File: config.mk
export PLATFORM = sky130hd
export DESIGN_NAME = uart_tx_arbiter
export DESIGN_NICKNAME = d
export VERILOG_FILES = /design/src/rtl/uart_tx_arbiter.sv
export SDC_FILE = /design/constraint.sdc
export NUM_CORES = 1
export LEC_CHECK = 0
export ABC_AREA = 1
export CORE_UTILIZATION = 54
export CTS_BUF_LIST = sky130_fd_sc_hd__clkbuf_4
export CTS_CLUSTER_SIZE = 24
export DETAILED_ROUTE_END_ITERATION = 8
export PLACE_DENSITY_LB_ADDON = 0.08
export SLEW_MARGIN = 20
export SYNTH_ARGS = -nofsm -noshare
export SYNTH_HDL_FRONTEND = slang
export SYNTH_SLANG_ARGS = --single-unit
File: constraint.sdc
create_clock -name clk -period 6.3 [get_ports clk]
set_clock_uncertainty 0.2 [all_clocks]
set_input_delay 1.26 -clock clk [delete_from_list [all_inputs] [get_ports clk]]
set_output_delay 1.26 -clock clk [all_outputs]
set_load 0.01 [all_outputs]
File: src/rtl/uart_tx_arbiter.sv
// rtl/uart_tx_arbiter.sv - round-robin arbiter giving several packet sources one UART transmitter
module uart_tx_arbiter #(
   parameter int NUM_REQ      = 4,
   parameter int TX_TIMEOUT   = 8192,
   parameter int HOLD_TIMEOUT = 1024
) (
   input  logic                 clk,
   input  logic                 reset,
   input  logic [NUM_REQ-1:0]   req_valid,
   input  logic [8*NUM_REQ-1:0] req_data,
   input  logic [NUM_REQ-1:0]   req_last,
   output logic [NUM_REQ-1:0]   req_ready,
   output logic                 tx_start,
   output logic [7:0]           tx_data,
   input  logic                 tx_done_tick,
   output logic                 busy,
   output logic [1:0]           grant_id,
   output logic                 tx_err,
   output logic                 hold_err
);

   localparam int MAX_TO = (TX_TIMEOUT > HOLD_TIMEOUT) ? TX_TIMEOUT : HOLD_TIMEOUT;
   localparam int CW     = $clog2(MAX_TO + 1);

   typedef enum logic [1:0] {S_IDLE, S_WAIT, S_HOLD} state_t;

   state_t           r_state;
   logic [1:0]       r_rr_ptr;
   logic [1:0]       r_grant;
   logic [7:0]       r_tx_data;
   logic             r_tx_start;
   logic             r_last;
   logic             r_tx_err;
   logic             r_hold_err;
   logic [CW-1:0]    r_cnt;

   logic [1:0]         w_idx;
   logic [1:0]         w_win;
   logic               w_win_vld;
   logic [1:0]         w_sel;
   logic [NUM_REQ-1:0] w_ready;
   logic               w_fire;

   // Scan from farthest to nearest so the requester closest after rr_ptr is the last one written.
   always_comb begin
      w_idx     = '0;
      w_win     = '0;
      w_win_vld = 1'b0;
      for (int k = NUM_REQ; k >= 1; k--) begin
         w_idx = 2'((int'(r_rr_ptr) + k) % NUM_REQ);
         if (req_valid[w_idx]) begin
            w_win     = w_idx;
            w_win_vld = 1'b1;
         end
      end
   end

   always_comb begin
      w_ready = '0;
      if (reset) begin
         case (r_state)
            S_IDLE:  if (w_win_vld) w_ready[w_win] = 1'b1;
            S_HOLD:  w_ready[r_grant] = 1'b1;
            default: w_ready = '0;
         endcase
      end
   end

   assign w_sel  = (r_state == S_HOLD) ? r_grant : w_win;
   assign w_fire = |(w_ready & req_valid);

   always_ff @(posedge clk) begin
      if (!reset) begin
         r_state    <= S_IDLE;
         r_rr_ptr   <= 2'(NUM_REQ - 1);
         r_grant    <= '0;
         r_tx_data  <= 8'h00;
         r_tx_start <= 1'b0;
         r_last     <= 1'b0;
         r_tx_err   <= 1'b0;
         r_hold_err <= 1'b0;
         r_cnt      <= '0;
      end else begin
         r_tx_start <= 1'b0;
         r_tx_err   <= 1'b0;
         r_hold_err <= 1'b0;
         // A transfer outranks a HOLD expiry in the same cycle.
         if (w_fire) begin
            r_tx_data  <= req_data[8*w_sel +: 8];
            r_last     <= req_last[w_sel];
            r_grant    <= w_sel;
            r_tx_start <= 1'b1;
            r_state    <= S_WAIT;
            r_cnt      <= '0;
         end else begin
            case (r_state)
               S_WAIT: begin
                  if (tx_done_tick) begin
                     if (r_last) begin
                        r_state  <= S_IDLE;
                        r_rr_ptr <= r_grant;
                     end else begin
                        r_state <= S_HOLD;
                        r_cnt   <= '0;
                     end
                  end else if (r_cnt == CW'(TX_TIMEOUT - 1)) begin
                     r_tx_err <= 1'b1;
                     r_state  <= S_IDLE;
                     r_rr_ptr <= r_grant;
                  end else begin
                     r_cnt <= r_cnt + 1'b1;
                  end
               end
               S_HOLD: begin
                  if (r_cnt == CW'(HOLD_TIMEOUT - 1)) begin
                     r_hold_err <= 1'b1;
                     r_state    <= S_IDLE;
                     r_rr_ptr   <= r_grant;
                  end else begin
                     r_cnt <= r_cnt + 1'b1;
                  end
               end
               default: r_state <= S_IDLE;
            endcase
         end
      end
   end

   assign req_ready = w_ready;
   assign tx_start  = r_tx_start;
   assign tx_data   = r_tx_data;
   assign busy      = (r_state != S_IDLE);
   assign grant_id  = r_grant;
   assign tx_err    = r_tx_err;
   assign hold_err  = r_hold_err;

endmodule

==> out/qor.txt <==
post-detailed-route via-to-cell ratio - 5.243
global-route wire length before repair - 9315 um
CTS tree - built
library cell occupying the most area in the post-synthesis netlist - sky130_fd_sc_hd__dfxtp_1
initial antenna violation count - 0
Post-Route WL - 5272 um
sequential element share of the synthesized area - 0.2906
proportion of power drawn by flip-flops and latches - 0.232
pre-CTS setup slack - 1.556 ns
hold buffer count at CTS - 0
synthesized area - 2205 um^2
critical path required time - 4.84 ns
Post-CTS Setup Inserts - 0
Switching Share - 0.5175
async set-reset flop share out of synthesis - 0
number of placed I/O pins - 61
Post-CTS Resized - 0
final-report setup violation count - 0
layout overhead on the synthesized area - 29.06%
top cell types by occurrence after synthesis - 86 x sky130_fd_sc_hd__nand2_1, 36 x sky130_fd_sc_hd__inv_1, 32 x sky130_fd_sc_hd__dfxtp_1, 32 x sky130_fd_sc_hd__nand3_1, 21 x sky130_fd_sc_hd__o21ai_0
startpoint types - input pin
most repeated cell in the gate-level netlist after synthesis - sky130_fd_sc_hd__nand2_1
Final Hold Violating Endpoints - 0
yosys synthesis warning count - 0
placeable core area - 3799 um^2
overall die width - 65.90 um
Combinational Power Share - 0.677
Post-Synthesis Cells - 345
worst-path maximum fanout - 4
HPWL Detailed - 3966 um
leakage power figure - 1.196 nW
number of H-tree branching levels - 2
net count reported at finish - 447
placer congestion estimate - 0.9557
NetSw - 0.6319 mW
TritonCTS Buffers - 5
unrepaired setup endpoints after global routing - false
clock input transition at the sequential cells of the worst setup and hold paths - 0.10 ns
drt drc - 0
Critical Path AT - 3.29 ns
length in cells of the worst reg-to-reg path - 9
worst-case clock buffer depth - 2
share of cells above drive strength 1 - 0.09227
clock latency of the later-clocked register in the worst-skew pair - 0.33 ns
remaining antenna violation count - 0
n_diodes - 0
via count - 2,354
starting density of the core - 0.5804
crit path kind - input pin to output pin
syn avg cell area - 6.390 um^2
GRT Resource Usage Total - 0.2759
number of cells on the worst hold path - 2
leading register cell type out of synthesis - sky130_fd_sc_hd__dfxtp_1
result of the run - finished clean
HP Class - register to register
via count of the first global-routing pass - 2,245
number of distinct library cells after synthesis - 36
final count of pins violating max slew - 0
remaining global-route overflow - 0
Avg WL per Cell - 11.74 um
number of max-capacitance violations reported - 0
worst setup slack after layout - 1.547 ns
max-slew headroom at the worst pin - 0.3941
Clock Power Share - 0.091
transition time of the tightest slew-check pin - 0.9088 ns
number of enable flip-flop cells after synthesis - 0
number of port buffers - 60
die area - 4342 um^2
number of iterations in the first detailed-routing pass - 4
portion of the clock cycle consumed by the worst path in the final layout - 0.7544
largest voltage drop on the vdd net - 0.2639 mV
proportion of netlist area held by the largest area contributor - 0.2906
critical path endpoint category - output pin
cell types occupying the most area after synthesis - sky130_fd_sc_hd__dfxtp_1 29%, sky130_fd_sc_hd__nand2_1 15%, sky130_fd_sc_hd__nand3_1 7.3%
Post-Syn Nets - 392
Root Buffer - sky130_fd_sc_hd__clkbuf_4
CTS Sinks - 32
drt first-iter violations - 164
ratio of total power to cell area - 429.1 nW/um^2
row cnt - 22
flop and latch count out of synthesis - 32
maximum number of pins on one net before global-route repair - 29
highest clock frequency the design can meet - 210.4 MHz
Int Pwr - 0.5890 mW
final total negative setup slack - 0 ns
y dimension of the die - 65.90 um
Final min period - 4.753 ns
[power by group through the flow]
stage | registers (mW) | logic [mW] | clock network, mW
detailed placement | 0.286 | 0.824 | 0
global placement | 0.285 | 0.814 | 0
global route | 0.290 | 0.938 | 0.123
floorplan | 0.284 | 0.634 | 0
CTS | 0.282 | 0.828 | 0.115
finish | 0.283 | 0.827 | 0.111
[path summary, 6_finish.rpt]
check	startpoint	to	slack [ns]
max reg2reg	r_state[0]	tx_data[2]	3.25
min reg2reg	tx_data[5]	tx_data[5]	0.27
min	tx_data[5]	tx_data[5]	0.27
max	req_valid[3]	req_ready[3]	1.55
[logic make-up after synthesis]
family                   share of synthesized area
AND/OR/NAND/NOR                             0.3638
adder cells (fa/ha/maj)                    0.02270
AO/OA/AOI/OAI                               0.1663
flip-flops                                  0.2906
buffers and inverters                       0.1169
XOR/XNOR                                   0.03973
[final cells by class]
cell class              instances  area, um^2
well taps                      48       60.06
flip-flops and latches         32       640.6
inverters                      47       178.9
multi-input cells             253        1306
clock inverters                 3       13.76
repair buffers                 61       608.1
fillers                       335       953.4
clock buffers                   5       37.54
[sequential cells by signal, summed over array words and instances (netlist names)]
name and cells:
r_rr_ptr 2, r_last 1, r_cnt 14, grant_id 2, tx_start 1, tx_data 8, hold_err 1, r_state 2
tx_err 1
[stage by stage]
step,total power [mW],hold slack [ns],instances,util,instance area [um^2]
CTS,1.225,0.2778,449,0.7490,2845
detailed placement,1.110,0.2640,441,0.7355,2794
global placement,1.099,0.2554,441,0.7355,2794
finish,1.221,0.2749,449,0.7490,2845
global route,1.351,0.3053,449,0.7490,2845
floorplan,0.9179,0.2522,345,-,2205
[cell usage in the layout, fill, tap and decap left out, types with 3 or more instances in the layout]
cell type / n
sky130_fd_sc_hd__nand2_1: 86
sky130_fd_sc_hd__clkdlybuf4s50_1: 60
sky130_fd_sc_hd__inv_1: 36
sky130_fd_sc_hd__nand3_1: 32
sky130_fd_sc_hd__dfxtp_1: 32
sky130_fd_sc_hd__o21ai_0: 21
sky130_fd_sc_hd__nor2_1: 18
sky130_fd_sc_hd__a21oi_1: 15
sky130_fd_sc_hd__nor3_1: 12
sky130_fd_sc_hd__nor2_2: 10
sky130_fd_sc_hd__xor2_1: 10
sky130_fd_sc_hd__inv_2: 9
sky130_fd_sc_hd__o22ai_1: 9
sky130_fd_sc_hd__o21ai_1: 8
sky130_fd_sc_hd__a211oi_1: 6
sky130_fd_sc_hd__clkbuf_4: 5
sky130_fd_sc_hd__nand2_2: 4
sky130_fd_sc_hd__ha_1: 4
sky130_fd_sc_hd__nand4_1: 3
sky130_fd_sc_hd__nor4_1: 3
[worst max-delay path: stages]
cell and delay [ns]:
sky130_fd_sc_hd__clkdlybuf4s50_1 0.47, sky130_fd_sc_hd__inv_1 0.05, sky130_fd_sc_hd__o21ai_1 0.22, sky130_fd_sc_hd__nand2_1 0.10
sky130_fd_sc_hd__nand2_1 0.07, sky130_fd_sc_hd__nand2_1 0.06, sky130_fd_sc_hd__nand2_1 0.07, sky130_fd_sc_hd__nand2_2 0.08
sky130_fd_sc_hd__nand2_2 0.08, sky130_fd_sc_hd__nand3_1 0.09, sky130_fd_sc_hd__a21oi_1 0.18, sky130_fd_sc_hd__clkdlybuf4s50_1 0.56
[per-layer routing]
layer  share of wire  GRT usage
met5               0          0
met4           0.012    0.08152
met3           0.067    0.07414
met2            0.45     0.4668
met1            0.47     0.3379
No activity file was read; power rests on OpenSTA's default activity.
